$ cat src/rtl/mont_mult_param.sv
// ============================================================================
// mont_mult_param
// ----------------------------------------------------------------------------
// Parametrised radix-2 bit-serial Montgomery multiplier for the lockNET
// RSA/modexp datapath.
//
//     result = a * b * 2^-W mod m
//
// The operands are captured when a request is accepted, so the caller may
// change a/b/m while the core is working. One operand bit of 'a' is consumed
// per ITER cycle. A single conditional subtraction at the end brings the
// accumulator from [0, 2m) into [0, m).
//
// Parameters
//   W       operand/modulus width in bits (Montgomery radix R = 2^W), W >= 4
//   CNT_W   iteration counter width, 2^CNT_W must exceed W
//
// Ports
//   pclk    in   1   clock, rising edge
//   reset   in   1   synchronous, active-high reset
//   start   in   1   request; sampled only in IDLE
//   a       in   W   multiplicand (Montgomery domain, < m)
//   b       in   W   multiplier   (Montgomery domain, < m)
//   m       in   W   modulus (odd)
//   busy    out  1   high in ITER and SUB
//   done    out  1   one-cycle pulse when result is valid
//   result  out  W   a*b*R^-1 mod m, held until a new result is produced
//   err     out  1   operand error flag, valid with done
//
// Build option
//   MONT_MOD_CHECK_EN  when defined, an accepted request is checked for an
//                      even modulus or a/b >= m. A bad request skips the
//                      iterations, pulses done in the next cycle with err=1
//                      and result=0, and never raises busy. When undefined,
//                      no comparators are built and err is tied to 0.
//
// Timing (normal path): start sampled at edge 0, busy in cycles 1..W+1,
// done in cycle W+2, next request accepted earliest in cycle W+3.
// ============================================================================
module mont_mult_param #(
    parameter int W     = 64,
    parameter int CNT_W = 7
) (
    input  logic         pclk,
    input  logic         reset,
    input  logic         start,
    input  logic [W-1:0] a,
    input  logic [W-1:0] b,
    input  logic [W-1:0] m,
    output logic         busy,
    output logic         done,
    output logic [W-1:0] result,
    output logic         err
);

    // ------------------------------------------------------------------------
    // State encoding
    // ------------------------------------------------------------------------
    localparam logic [1:0] ST_IDLE = 2'd0;
    localparam logic [1:0] ST_ITER = 2'd1;
    localparam logic [1:0] ST_SUB  = 2'd2;
    localparam logic [1:0] ST_DONE = 2'd3;

    localparam logic [CNT_W-1:0] LAST_ITER = CNT_W'(W - 1);
    localparam logic [CNT_W-1:0] CNT_ONE   = CNT_W'(1);

    // ------------------------------------------------------------------------
    // Registers
    // ------------------------------------------------------------------------
    logic [1:0]     state_q,  state_d;
    logic [W-1:0]   a_q,      a_d;       // shifts right; a_q[0] is the current bit
    logic [W-1:0]   b_q,      b_d;
    logic [W-1:0]   m_q,      m_d;
    logic [W+1:0]   p_q,      p_d;       // accumulator, invariant p < 2m
    logic [CNT_W-1:0] i_q,    i_d;
    logic [W-1:0]   result_q, result_d;

    // ------------------------------------------------------------------------
    // Operand check (optional)
    // ------------------------------------------------------------------------
    logic op_err;

`ifdef MONT_MOD_CHECK_EN
    logic err_q, err_d;

    assign op_err = ~m[0] | (a >= m) | (b >= m);

    // err is only refreshed when a request is accepted; a good request clears
    // it, so it reads 0 at the end of every normal operation.
    always_comb begin
        err_d = err_q;
        if ((state_q == ST_IDLE) && start) begin
            err_d = op_err;
        end
    end

    always_ff @(posedge pclk) begin
        if (reset) begin
            err_q <= 1'b0;
        end else begin
            err_q <= err_d;
        end
    end

    assign err = err_q;
`else
    assign op_err = 1'b0;
    assign err    = 1'b0;
`endif

    // ------------------------------------------------------------------------
    // Datapath for one iteration
    //   q      = p[0] ^ (a_i & b[0])   makes the sum even
    //   sum    = p + a_i*b + q*m       formed at W+2 bits; p<2m, b<m, so sum<4m
    //   p_next = sum >> 1
    // ------------------------------------------------------------------------
    logic           a_bit;
    logic           q_bit;
    logic [W+1:0]   pp_b;
    logic [W+1:0]   pp_m;
    logic [W+1:0]   sum;
    logic [W+1:0]   p_next;

    assign a_bit = a_q[0];
    assign q_bit = p_q[0] ^ (a_bit & b_q[0]);

    // Partial products are plain AND masks of the latched operands.
    genvar gi;
    generate
        for (gi = 0; gi < W; gi++) begin : g_pp
            assign pp_b[gi] = a_bit & b_q[gi];
            assign pp_m[gi] = q_bit & m_q[gi];
        end
    endgenerate
    assign pp_b[W+1:W] = 2'b00;
    assign pp_m[W+1:W] = 2'b00;

    assign sum    = p_q + pp_b + pp_m;
    assign p_next = sum >> 1;

    // ------------------------------------------------------------------------
    // Final reduction: p is in [0, 2m); one subtraction suffices. The true
    // difference is below m, so computing it at W bits is exact.
    // ------------------------------------------------------------------------
    logic           p_ge_m;
    logic [W-1:0]   p_minus_m;

    assign p_ge_m    = (p_q >= {2'b00, m_q});
    assign p_minus_m = p_q[W-1:0] - m_q;

    // ------------------------------------------------------------------------
    // Next-state logic
    // ------------------------------------------------------------------------
    always_comb begin
        state_d  = state_q;
        a_d      = a_q;
        b_d      = b_q;
        m_d      = m_q;
        p_d      = p_q;
        i_d      = i_q;
        result_d = result_q;

        case (state_q)
            ST_IDLE: begin
                if (start) begin
                    a_d = a;
                    b_d = b;
                    m_d = m;
                    p_d = '0;
                    i_d = '0;
                    if (op_err) begin
                        // Rejected request: report immediately with a zero result.
                        result_d = '0;
                        state_d  = ST_DONE;
                    end else begin
                        state_d  = ST_ITER;
                    end
                end
            end

            ST_ITER: begin
                p_d = p_next;
                a_d = a_q >> 1;
                i_d = i_q + CNT_ONE;
                if (i_q == LAST_ITER) begin
                    state_d = ST_SUB;
                end
            end

            ST_SUB: begin
                result_d = p_ge_m ? p_minus_m : p_q[W-1:0];
                state_d  = ST_DONE;
            end

            ST_DONE: begin
                // A start seen here is deliberately dropped.
                state_d = ST_IDLE;
            end

            default: begin
                state_d = ST_IDLE;
            end
        endcase
    end

    // ------------------------------------------------------------------------
    // State registers
    // ------------------------------------------------------------------------
    always_ff @(posedge pclk) begin
        if (reset) begin
            state_q  <= ST_IDLE;
            a_q      <= '0;
            b_q      <= '0;
            m_q      <= '0;
            p_q      <= '0;
            i_q      <= '0;
            result_q <= '0;
        end else begin
            state_q  <= state_d;
            a_q      <= a_d;
            b_q      <= b_d;
            m_q      <= m_d;
            p_q      <= p_d;
            i_q      <= i_d;
            result_q <= result_d;
        end
    end

    // ------------------------------------------------------------------------
    // Outputs
    // ------------------------------------------------------------------------
    assign busy   = (state_q == ST_ITER) || (state_q == ST_SUB);
    assign done   = (state_q == ST_DONE);
    assign result = result_q;

endmodule

$ cat config.mk
export PLATFORM = sky130hd
export DESIGN_NAME = mont_mult_param
export DESIGN_NICKNAME = d
export VERILOG_FILES = /design/src/rtl/mont_mult_param.sv
export SDC_FILE = /design/constraint.sdc
export NUM_CORES = 1
export LEC_CHECK = 0
export CORE_ASPECT_RATIO = 2
export CORE_UTILIZATION = 45
export CTS_CLUSTER_SIZE = 30
export DETAILED_ROUTE_END_ITERATION = 8
export PLACE_DENSITY = 0.75
export SLEW_MARGIN = 15
export SYNTH_ARGS = -nofsm -noshare
export SYNTH_HDL_FRONTEND = slang
export SYNTH_SLANG_ARGS = --single-unit
$ cat constraint.sdc
create_clock -name pclk -period 10.35 [get_ports pclk]
set_input_delay 2.5875 -clock pclk [delete_from_list [all_inputs] [get_ports pclk]]
set_output_delay 2.5875 -clock pclk [all_outputs]
set_load 0.01 [all_outputs]
==> impl_metrics.json <==
{
  "synth_cell_type_count": 84,
  "cts_max_level": 1,
  "required_ns": 10.91,
  "antenna_cells": 0,
  "setup_tns_ns": 0,
  "finalSetupViolations": 0,
  "grt_util_all_layers_pct": 29.3,
  "antenna_found_initial": 0,
  "fin_skew_ns": 0.0165,
  "final_cell_mix": "482 x nand2_1, 330 x dfxtp_1, 305 x a21oi_1",
  "grt_overflow": 0,
  "hpwl_um": 57300,
  "postSynth.asyncResetShare_pct": 0,
  "ys.flop_type": "dfxtp_1",
  "reg2reg_from": "a_q[0]",
  "nFillCells": 4775,
  "die_w_um": 160,
  "cap_viol_max_count": 0,
  "cp_max_fo": 64,
  "grt_pass1_wl_um": 118000,
  "die_area_sq_um": 50800,
  "rows": 115,
  "regArea_sq_um": 6610,
  "min_period_ns": 5.47,
  "synth_edf_count": 0,
  "synthTopCellsByArea": "dfxtp_1 29%, nand2_1 8.1%, ha_1 7.5%, a21oi_1 6.8%, fa_1 5.8%",
  "tightest_slew_ns": 1.23,
  "clkTransAtPathRegs_ns": 0.07,
  "routed_via_density": 5.88,
  "post_cts_resized": 0,
  "p_leak_nw": 11.1,
  "clock-root-buffer": "clkbuf_16",
  "crit_path_end_kind": "register",
  "start_util_pct": 45.6,
  "crit_end": "p_q[61]",
  "ys_seq_area_share_pct": 29.5,
  "startpoint": "a_q[0]",
  "num_io_pins": 262,
  "rr_endpoint": "p_q[61]",
  "hp-class": "register to register",
  "clkSinkCount": 330,
  "peakVddDrop_uv": 143,
  "syn_inst": 2936,
  "post-cts-setup-buffers": 0,
  "final_hold_viol_count": 0,
  "drt_iter0_markers": 1392,
  "status": "completed",
  "avgSynthCellArea_sq_um": 7.64,
  "syn_nets": 3330,
  "drt-total-wl_um": 75200,
  "synthesis.area_sq_um": 22400,
  "final_core_util_pct": 53.5,
  "drive_gt1_share_pct": 3.69,
  "yosysTopAreaCellShare_pct": 29.5,
  "postCtsHoldBufs": 0,
  "cp.arrival_ns": 6.03,
  "synth_largest_area_cell": "dfxtp_1",
  "timing.final.crit_share_pct": 52.8,
  "power_w": 0.00548,
  "core_region_area_sq_um": 49200,
  "cp-start-kind": "register",
  "fmax_mhz": 183,
  "cts_tree": "built",
  "rsz0062_at_grt": "no",
  "r2r_slack_ns": 4.88,
  "pre_cts_slack_ns": 4.90,
  "worst-setup-path-type": "register to register",
  "gp_congestion": 0.970,
  "final_common_cell": "nand2_1",
  "drt-pass1-iter-count": 7,
  "reg2reg_depth": 15,
  "grt_pass1_vias": 22100,
  "fin_ws_ns": 4.88,
  "multiInputGateArea_sq_um": 14600,
  "finalNetCount": 3435,
  "drc": 0,
  "areaGrowthSynthToFinish_pct": 17.3,
  "powerDensity_nw_per_um2": 208,
  "insertion_delay_ns": 0.62,
  "num_vias": 21800,
  "die-height_um": 318,
  "synth_warnings": 0,
  "slew_viol_final": 0,
  "ant_nets": 0,
  "slew_headroom_pct": 18.1,
  "ys_seq_elements": 330,
  "cts_made_buffers": 31,
  "clock_path_buffers": 3,
  "wire_per_inst_um": 20.3,
  "port_buffers": 260,
  "grt_max_degree": 123
}
-- kinds of logic (layout without fill, tap and decap cells) --
kind of cell / after synthesis / in the layout / synth area share (%)
and+or+nand+nor: 1130 / 1130 / 23.1
AOI/OAI and AO/OA: 838 / 838 / 23.8
DFF: 330 / 330 / 29.5
buffers and inverters: 317 / 447 / 5.54
adders and majority gates: 199 / 199 / 13.3
xor gates and xnor gates: 104 / 104 / 4.06
muxes: 17 / 17 / 0.776
other: 1 / 1 / 0.0167
-- worst max-delay path, stage by stage (launching register included) --
cell and delay (ns):
dfxtp_1 0.31, and2_1 0.16, ha_2 0.98, and2_1 0.26, fa_1 0.42, ha_1 0.44, nand4_1 0.27, nand4bb_1 0.39
nor2_1 0.27, o31ai_1 0.20, a31oi_1 0.50, o21ai_1 0.22, o21ai_1 0.24, a31oi_1 0.17, nor4b_1 0.36, a211o_1 0.15
-- synth_stat cells (32+ instances only) --
master	instances
nor2_1	237
xnor2_1	68
o21ai_0	124
clkbuf_1	168
a311oi_1	36
ha_1	134
o22ai_1	64
nand3_1	32
a21o_1	91
xor2_1	36
a21oi_1	305
fa_1	65
dfxtp_1	330
and2_1	135
nand2_1	485
nor3_1	95
inv_1	111
nand4_1	51
-- where the power goes --
part	total (W)	internal, W	switching, W
Sequential	0.00181	0.00158	0.000226
Combinational	0.00240	0.000914	0.00149
Clock	0.00127	0.000698	0.000569
-- routing by layer --
| metal | global-route usage [%] | vias up | part of all wire [%] | routed length [um] |
|---|---|---|---|---|
| met2 | 54.4 | 745 | 52 | 38900 |
| met5 | 0 | - | 0 | 0 |
| li1 | - | 10500 | - | - |
| met1 | 31.4 | 10300 | 37 | 28000 |
| met4 | 17.9 | 0 | 6.5 | 4910 |
| met3 | 2.91 | 249 | 4.5 | 3410 |
-- cell type report --
cell class,count,area share (%)
flip-flops and latches,330,25.1
repair buffers,278,10.4
multi-input cells,2289,55.6
clock inverters,22,1.12
inverters,111,1.58
clock buffers,36,3.06
well taps,643,3.06
-- worst min path at each step --
| stage | startpoint | end | slack (ns) | depth (start not counted) |
|---|---|---|---|---|
| CTS | b_q[39] | b_q[39] | 0.45 | 2 |
| detailed placement | b_q[57] | b_q[57] | 0.44 | 2 |
| finish | b_q[39] | b_q[39] | 0.45 | 2 |
| floorplan | b_q[0] | b_q[0] | 0.43 | 2 |
| global route | b_q[9] | b_q[9] | 0.47 | 2 |
| global placement | b_q[18] | b_q[18] | 0.44 | 2 |
-- registers in the layout, summed over array words and instances (netlist names) --
| register | flops |
|---|---|
| a_q | 64 |
| m_q | 64 |
| result | 64 |
| p_q | 65 |
| state_q | 2 |
| b_q | 64 |
| i_q | 7 |
-- stage by stage --
step	cells	hold slack [ns]	cell area, sq um
2_1_floorplan	2936	0.432	22400
3_5_place_dp	3651	0.443	25200
6_report	3709	0.451	26300
4_1_cts	3709	0.453	26300
3_3_place_gp	3651	0.440	25200
5_1_grt	3709	0.470	26300
Power figures use the tool's default switching activity.
